--- src/rtl/jpeg_rle_if.sv ---
// rtl/jpeg_rle_if.sv - coefficient-in / symbol-out handshake bundle for jpeg_rle_encoder
interface jpeg_rle_if #(
  parameter int DATA_WIDTH = 10
);
  logic                  in_valid;
  logic                  in_ready;
  logic [DATA_WIDTH-1:0] in_data;
  logic                  out_valid;
  logic                  out_ready;
  logic                  out_dc;
  logic [3:0]            out_run;
  logic [3:0]            out_size;
  logic [DATA_WIDTH:0]   out_amp;
  logic                  out_last;

  modport master (
    output in_valid, in_data, out_ready,
    input  in_ready, out_valid, out_dc, out_run, out_size, out_amp, out_last
  );

  modport slave (
    input  in_valid, in_data, out_ready,
    output in_ready, out_valid, out_dc, out_run, out_size, out_amp, out_last
  );
endinterface

--- src/rtl/jpeg_rle_encoder.sv ---
// rtl/jpeg_rle_encoder.sv - zigzag coefficient run-length / DC-difference symbol encoder
// Optional block/symbol counters are compiled in with JPEG_RLE_STATS_EN.
module jpeg_rle_encoder #(
  parameter int DATA_WIDTH = 10
) (
  input  logic         clk,
  input  logic         rst_n,
  input  logic         dc_clear,
`ifdef JPEG_RLE_STATS_EN
  output logic [15:0]  stat_blocks,
  output logic [15:0]  stat_symbols,
`endif
  jpeg_rle_if.slave    bus
);
  localparam int AW = DATA_WIDTH + 1;

  typedef enum logic { S_RUN, S_FLUSH } state_t;

  state_t                       r_state, w_state_next;
  logic [5:0]                   r_index;
  logic [3:0]                   r_run;
  logic [1:0]                   r_zrl_pend;
  logic signed [DATA_WIDTH-1:0] r_pred;

  logic                         r_out_valid, r_out_dc, r_out_last;
  logic [3:0]                   r_out_run, r_out_size;
  logic [AW-1:0]                r_out_amp;

  logic [3:0]                   r_hold_run, r_hold_size;
  logic [AW-1:0]                r_hold_amp;
  logic                         r_hold_last;

  logic                         w_in_ready, w_accept, w_out_fire;
  logic                         w_is_dc, w_is_last, w_nz;
  logic signed [DATA_WIDTH-1:0] w_in_s, w_pred_eff;
  logic signed [AW-1:0]         w_val, w_diff;
  logic [AW-1:0]                w_mag, w_amp_raw, w_mask, w_amp;
  logic [3:0]                   w_size;

  assign w_in_ready = (r_state == S_RUN) && (!r_out_valid || bus.out_ready);
  assign w_accept   = bus.in_valid && w_in_ready;
  assign w_out_fire = r_out_valid && bus.out_ready;
  assign w_is_dc    = (r_index == 6'd0);
  assign w_is_last  = (r_index == 6'd63);
  assign w_nz       = (bus.in_data != '0);

  // A DC accepted together with dc_clear must already see a zero predictor.
  assign w_in_s     = $signed(bus.in_data);
  assign w_pred_eff = dc_clear ? '0 : r_pred;
  assign w_diff     = {w_in_s[DATA_WIDTH-1], w_in_s} - {w_pred_eff[DATA_WIDTH-1], w_pred_eff};
  assign w_val      = w_is_dc ? w_diff : {w_in_s[DATA_WIDTH-1], w_in_s};
  assign w_mag      = w_val[AW-1] ? (~w_val + AW'(1)) : w_val;
  assign w_amp_raw  = w_val[AW-1] ? (w_val - AW'(1)) : w_val;
  assign w_mask     = ~({AW{1'b1}} << w_size);
  assign w_amp      = w_amp_raw & w_mask;

  always_comb begin
    w_size = '0;
    for (int b = 0; b < AW; b++) begin
      if (w_mag[b]) w_size = 4'(b + 1);
    end
  end

  always_comb begin
    w_state_next = r_state;
    case (r_state)
      S_RUN:   if (w_accept && !w_is_dc && w_nz && (r_zrl_pend != 2'd0)) w_state_next = S_FLUSH;
      S_FLUSH: if (w_out_fire && (r_zrl_pend == 2'd0)) w_state_next = S_RUN;
      default: w_state_next = S_RUN;
    endcase
  end

  always_ff @(posedge clk or negedge rst_n) begin
    if (!rst_n) r_state <= S_RUN;
    else        r_state <= w_state_next;
  end

  always_ff @(posedge clk or negedge rst_n) begin
    if (!rst_n) begin
      r_index     <= '0;
      r_run       <= '0;
      r_zrl_pend  <= '0;
      r_pred      <= '0;
      r_out_valid <= 1'b0;
      r_out_dc    <= 1'b0;
      r_out_run   <= '0;
      r_out_size  <= '0;
      r_out_amp   <= '0;
      r_out_last  <= 1'b0;
      r_hold_run  <= '0;
      r_hold_size <= '0;
      r_hold_amp  <= '0;
      r_hold_last <= 1'b0;
    end else begin
      if (w_accept && w_is_dc) r_pred <= w_in_s;
      else if (dc_clear)       r_pred <= '0;

      if (r_state == S_RUN) begin
        if (w_out_fire) r_out_valid <= 1'b0;
        if (w_accept) begin
          r_index <= r_index + 6'd1;
          if (w_is_dc) begin
            r_out_valid <= 1'b1;
            r_out_dc    <= 1'b1;
            r_out_run   <= '0;
            r_out_size  <= w_size;
            r_out_amp   <= w_amp;
            r_out_last  <= 1'b0;
          end else if (w_nz) begin
            r_run       <= '0;
            r_out_valid <= 1'b1;
            r_out_dc    <= 1'b0;
            if (r_zrl_pend != 2'd0) begin
              // First ZRL goes straight out; the coefficient waits in the hold register.
              r_out_run   <= 4'd15;
              r_out_size  <= '0;
              r_out_amp   <= '0;
              r_out_last  <= 1'b0;
              r_zrl_pend  <= r_zrl_pend - 2'd1;
              r_hold_run  <= r_run;
              r_hold_size <= w_size;
              r_hold_amp  <= w_amp;
              r_hold_last <= w_is_last;
            end else begin
              r_out_run   <= r_run;
              r_out_size  <= w_size;
              r_out_amp   <= w_amp;
              r_out_last  <= w_is_last;
            end
          end else if (w_is_last) begin
            r_out_valid <= 1'b1;
            r_out_dc    <= 1'b0;
            r_out_run   <= '0;
            r_out_size  <= '0;
            r_out_amp   <= '0;
            r_out_last  <= 1'b1;
            r_run       <= '0;
            r_zrl_pend  <= '0;
          end else if (r_run == 4'd15) begin
            r_run <= '0;
            if (r_zrl_pend != 2'd3) r_zrl_pend <= r_zrl_pend + 2'd1;
          end else begin
            r_run <= r_run + 4'd1;
          end
        end
      end else if (w_out_fire) begin
        r_out_valid <= 1'b1;
        r_out_dc    <= 1'b0;
        if (r_zrl_pend != 2'd0) begin
          r_out_run  <= 4'd15;
          r_out_size <= '0;
          r_out_amp  <= '0;
          r_out_last <= 1'b0;
          r_zrl_pend <= r_zrl_pend - 2'd1;
        end else begin
          r_out_run  <= r_hold_run;
          r_out_size <= r_hold_size;
          r_out_amp  <= r_hold_amp;
          r_out_last <= r_hold_last;
        end
      end
    end
  end

`ifdef JPEG_RLE_STATS_EN
  logic [15:0] r_stat_blocks, r_stat_symbols;

  always_ff @(posedge clk or negedge rst_n) begin
    if (!rst_n) begin
      r_stat_blocks  <= '0;
      r_stat_symbols <= '0;
    end else if (w_out_fire) begin
      r_stat_symbols <= r_stat_symbols + 16'd1;
      if (r_out_last) r_stat_blocks <= r_stat_blocks + 16'd1;
    end
  end

  assign stat_blocks  = r_stat_blocks;
  assign stat_symbols = r_stat_symbols;
`endif

  assign bus.in_ready  = w_in_ready;
  assign bus.out_valid = r_out_valid;
  assign bus.out_dc    = r_out_dc;
  assign bus.out_run   = r_out_run;
  assign bus.out_size  = r_out_size;
  assign bus.out_amp   = r_out_amp;
  assign bus.out_last  = r_out_last;
endmodule

--- src/flat_wrapper.sv ---
// flat-port wrapper written by rule: the top's interface ports become plain ports
module jpeg_rle_encoder_flat 
#(
  parameter int DATA_WIDTH = 10
)
  (clk, rst_n, dc_clear, bus_in_valid, bus_in_data, bus_out_ready, bus_in_ready, bus_out_valid, bus_out_dc, bus_out_run, bus_out_size, bus_out_amp, bus_out_last);
  jpeg_rle_if #(.DATA_WIDTH(DATA_WIDTH)) bus_i ();
  input  logic clk;
  input  logic rst_n;
  input  logic dc_clear;
  input wire logic [$bits(bus_i.in_valid)-1:0] bus_in_valid;
  input wire logic [$bits(bus_i.in_data)-1:0] bus_in_data;
  input wire logic [$bits(bus_i.out_ready)-1:0] bus_out_ready;
  output wire logic [$bits(bus_i.in_ready)-1:0] bus_in_ready;
  output wire logic [$bits(bus_i.out_valid)-1:0] bus_out_valid;
  output wire logic [$bits(bus_i.out_dc)-1:0] bus_out_dc;
  output wire logic [$bits(bus_i.out_run)-1:0] bus_out_run;
  output wire logic [$bits(bus_i.out_size)-1:0] bus_out_size;
  output wire logic [$bits(bus_i.out_amp)-1:0] bus_out_amp;
  output wire logic [$bits(bus_i.out_last)-1:0] bus_out_last;
  assign bus_i.in_valid = bus_in_valid;
  assign bus_i.in_data = bus_in_data;
  assign bus_i.out_ready = bus_out_ready;
  assign bus_in_ready = bus_i.in_ready;
  assign bus_out_valid = bus_i.out_valid;
  assign bus_out_dc = bus_i.out_dc;
  assign bus_out_run = bus_i.out_run;
  assign bus_out_size = bus_i.out_size;
  assign bus_out_amp = bus_i.out_amp;
  assign bus_out_last = bus_i.out_last;
  jpeg_rle_encoder #(.DATA_WIDTH(DATA_WIDTH)) u_core (.clk(clk), .rst_n(rst_n), .dc_clear(dc_clear), .bus(bus_i));
endmodule
--- config.mk ---
export PLATFORM = sky130hd
export DESIGN_NAME = jpeg_rle_encoder_flat
export DESIGN_NICKNAME = d
export VERILOG_FILES = /design/src/rtl/jpeg_rle_if.sv /design/src/rtl/jpeg_rle_encoder.sv /design/src/flat_wrapper.sv
export SDC_FILE = /design/constraint.sdc
export NUM_CORES = 1
export LEC_CHECK = 0
export BUFFER_PORTS_ARGS = -buffer_cell sky130_fd_sc_hd__buf_2
export CORE_UTILIZATION = 38
export DETAILED_ROUTE_END_ITERATION = 8
export PLACE_DENSITY = 0.56
export SKIP_CTS_REPAIR_TIMING = 1
export SYNTH_ARGS = -nofsm -noshare
export SYNTH_HDL_FRONTEND = slang
export SYNTH_SLANG_ARGS = --single-unit
--- constraint.sdc ---
create_clock -name clk -period 7 [get_ports clk]
set_input_delay 0 -clock clk [delete_from_list [all_inputs] [get_ports clk]]
set_output_delay 0 -clock clk [all_outputs]
set_load 0.03 [all_outputs]
==> metrics.md <==
| Metric | Value |
|---|---|
| WP data required | ~7.2 ns |
| Synthesized flop and latch total | between 60 and 70 |
| Final hold slack | -0.03908 ns |
| Crit path max-delay family | compound AO/OA/AOI/OAI gates |
| Synth top area share | between 30% and 40% |
| Setup tns final | 0 ns |
| Clock transition at path regs | approximately 0.06 ns |
| Worst skew pair latency | approximately 0.34 ns |
| Die ar. | about 13000 µm² |
| Leakage power | 2.369 nW |
| Synth top area cells | dfrtp_1, nand2_1, ha_1 |
| Total wire length | 12.01 mm |
| CTS Buffer Depth | 2 |
| Placer Congestion | between 0.8 and 0.9 |
| Sequential-to-total area share from yosys stat | between 30% and 40% |
| Final hold viol count | 6 |
| Post-synthesis cell area | 4780 µm² |
| Core area | between 10000 and 15000 µm² |
| Sw Pwr | 0.8690 mW |
| Post-Synth Adder-Cell Area | 4.869% |
| DR WL met2 | roughly 5.3 mm |
| Max-cap violations | 0 |
| Die width | 114.2 µm |
| Main combinational cell family by area after synthesis | compound AO/OA/AOI/OAI gates |
| Crit. End Element | register |
| Ys async rst share | between 90% and 100% |
| Failing checks | hold timing |
| WS Path Type | register to register |
| Buf/Inv on CP | 1 |
| Setup violators final | 0 |
| Synth unique cells | 86 |
| DR WL/cell | approximately 16 µm |
| Starting Density | 39.46% |
| Dpl cell area | around 5100 µm² |
| Fill cells | ~1200 |
| Tmin final | ~4.2 ns |
| CTS Buf Count | 9 |
| Nets | about 600 |
| Post-route ant nets | 0 |
| Io pins | 38 |
| Max Freq | about 240 MHz |
| Clock Skew | 0.005693 ns |
| Compound-Gate Fraction of Synth Area | about 28% |
| Worst vdd ir | between 100 and 150 µV |
| Flop pwr share | around 29% |
| Warnings, synthesis | 0 |
| Post-Syn Instances | around 560 |
| Syn-to-layout area delta | 13.69% |
| IO Port Bufs | 37 |
| Vias/cell | about 5.6 |
| Cell Int Power | 1.123 mW |
| DRT Pass-1 Iters | 4 |
| Combinational group share of total power | between 40% and 50% |
| Met3 WL post-DR | 528 µm |
| Post-synthesis xor/xnor area fraction | approximately 4.9% |
| First-pass GRT wire length | between 20 and 25 mm |
| Max stage delay on crit path | between 0.5 and 0.6 ns |
| Clock sinks | 65 |
| Power share of the clock group | 24.7% |
| Max H-tree Level | 3 |
| Syn Nets | 591 |
| Multiplexer share of the synthesized area | under 10% |
| Post-route DRC | 0 |
| GRT overflow | 0 |
| Routed vias | approximately 4200 |
| Antenna violations before repair | 0 |
| Die Y-Extent | between 100 and 150 µm |
| Fin crit share | between 50% and 60% |
| Sw Share | approximately 44% |
| Main synth FF type | dfrtp_1 |
| Max layer used | met4 |
| PwrDens | roughly 370 nW/µm² |
| Simple-gate area share of the yosys netlist | 22.57% |
| Status | complete, but fails checks |
| CTS tree | done |
| Syn avg cell area | between 8 and 9 µm² |
| Unrepaired setup endpoints after global routing | false |
| # diodes | 0 |
| Slew margin rel. | ~28% |
| Worst Tran Pin Value | roughly 1.1 ns |
| Root buf cell | clkbuf_16 |
| Total Routing Usage GR | roughly 20% |
| Cell Rows | 40 |
| Share of layout cells above drive strength 1 | around 16% |
| Slowest-stage cell, CP | o41ai_4 |
| Vias in the first global route | around 4000 |
| Arr. time, crit path | 4.39 ns |
| DPL Wire Length | 8.846 mm |
| Post-synth EDFFs | 0 |
| HP Class | input port to register |
| Yosys top cell by area | dfrtp_1 |
| Largest net degree at the start of global routing | between 60 and 70 |
| Met1 Wirelength | 6.012 mm |
| Initial drt markers | ~290 |
| Design Area, Final | between 5000 and 6000 µm² |
| Max Slew Vio Count | 0 |
| Worst Setup Start Kind | register |
| Critical-path cell list | nor2b_1 > ha_1 > inv_1 > fa_1 > xnor2_1 > nand3b_1 > o41ai_4 > nand3_2 > a21oi_2 > mux2i_1 > o21a_1 > nand2_1 > a32oi_1 > o21ai_1 |
| Top fanout value on the critical path | 9 |
==> worst reg2reg max path, delay by kind of cell, from the launching register on <==
kind	cells	cell delay, ns
AO/OA/AOI/OAI	5	1.51
AND/OR/NAND/NOR	4	0.88
adder cells (fa/ha/maj)	2	0.57
multiplexers	1	0.44
flip-flops	1	0.31
XOR/XNOR	1	0.30
buffers and inverters	1	0.05
==> sequential cells by signal (all words and copies together), names as in the netlist <==
| register | flops |
|---|---|
| u_core.r_run | 4 |
| u_core.bus.out_run | 4 |
| u_core.r_pred | 10 |
| u_core.bus.out_size | 4 |
| u_core.r_hold_amp | 11 |
| u_core.r_hold_run | 4 |
| u_core.r_hold_size | 4 |
| u_core.bus.out_amp | 11 |
| u_core.r_zrl_pend | 2 |
| u_core.bus.out_dc | 1 |
| u_core.bus.out_last | 1 |
| u_core.r_state | 1 |
| u_core.r_index | 6 |
| u_core.bus.out_valid | 1 |
| u_core.r_hold_last | 1 |
==> layout by cell type, fill, tap and decap left out, drive strengths merged, types with 6 or more instances in the layout <==
cell type  instances
a21o               6
o211ai             6
clkbuf            10
nor2              34
o21ai             56
nand2b            11
or2                8
and3               9
a22oi              6
a21oi             35
inv               18
nand3             16
ha                17
nand4              6
dfrtp             65
nand2             89
xnor2             20
buf               40
nor3              18
o22ai              7
==> per-stage QoR <==
stage	util, %	power [mW]	hold WS (ns)	instances	setup WS (ns)
6_report	44.87	1.992	-0.03908	758	2.819
4_1_cts	44.54	2.003	-0.1197	754	2.815
3_5_place_dp	41.82	1.498	0.2411	738	2.835
5_1_grt	44.87	2.129	0.0003819	758	2.466
2_1_floorplan	-	1.280	-0.2956	558	2.867
3_3_place_gp	41.82	1.488	0.2318	738	2.774
==> cell families (layout without fill, tap and decap cells) <==
kind of cell             Yosys count  in the layout
AND/OR/NAND/NOR                  217            217
multiplexers                       8              8
adder cells (fa/ha/maj)           18             18
flip-flops                        65             65
buffers and inverters             45             77
XOR/XNOR                          25             25
AO/OA/AOI/OAI                    180            180
==> per-layer routing <==
metal | track usage, % | vias to the layer above
met5 | 0 | -
met4 | 5.887 | 0
met3 | 4.923 | 17
met2 | 29.70 | 104
met1 | 28.13 | 2008
li1 | - | 2094
==> final timing paths <==
kind	cells past startpoint	slack (ns)	startpoint	end
max in group asynchronous	3	6.06	rst_n	u_core.r_pred[8]$_DFF_PN0_
setup / recovery	14	2.82	u_core.r_pred[0]$_DFF_PN0_	u_core.bus.out_amp[3]$_DFFE_PN0P_
min in group asynchronous	3	0.37	rst_n	u_core.r_hold_amp[3]$_DFFE_PN0P_
hold / removal	3	-0.04	bus_in_data[7]	u_core.r_pred[7]$_DFF_PN0_
setup reg to reg	14	2.82	u_core.r_pred[0]$_DFF_PN0_	u_core.bus.out_amp[3]$_DFFE_PN0P_
hold reg to reg	2	0.47	u_core.r_hold_amp[2]$_DFFE_PN0P_	u_core.r_hold_amp[2]$_DFFE_PN0P_
==> cell usage after synthesis (all sizes together), types with 5 or more instances <==
library cell and count:
a21o 6, a21oi 35, a22oi 6, a31oi 5
a32oi 5, and2 5, and3 9, buf 7
clkbuf 21, dfrtp 65, ha 17, inv 17
nand2 89, nand2b 11, nand3 16, nand4 6
nor2 34, nor2b 5, nor3 18, o211ai 6
o21ai 56, o22ai 7, o31ai 5, or2 8
or3 5, xnor2 20
==> area by class of cell <==
type	count	area, µm²	share of cell area, %
inverters	17	63.81	1.174
clock inverters	6	90.09	1.658
well taps	168	210.2	3.868
repair buffers	44	247.7	4.559
clock buffers	10	239.0	4.398
multi-input cells	448	2957	54.41
flip-flops and latches	65	1627	29.93
==> power by group through the flow <==
| stage | clock network (mW) | registers (mW) | logic (mW) |
|---|---|---|---|
| 4_1_cts | 0.507 | 0.575 | 0.921 |
| 5_1_grt | 0.520 | 0.591 | 1.02 |
| 3_5_place_dp | 0 | 0.582 | 0.916 |
| 6_report | 0.492 | 0.577 | 0.923 |
| 2_1_floorplan | 0 | 0.648 | 0.632 |
| 3_3_place_gp | 0 | 0.577 | 0.911 |
Note: power is estimated with default switching activity, not from simulation.
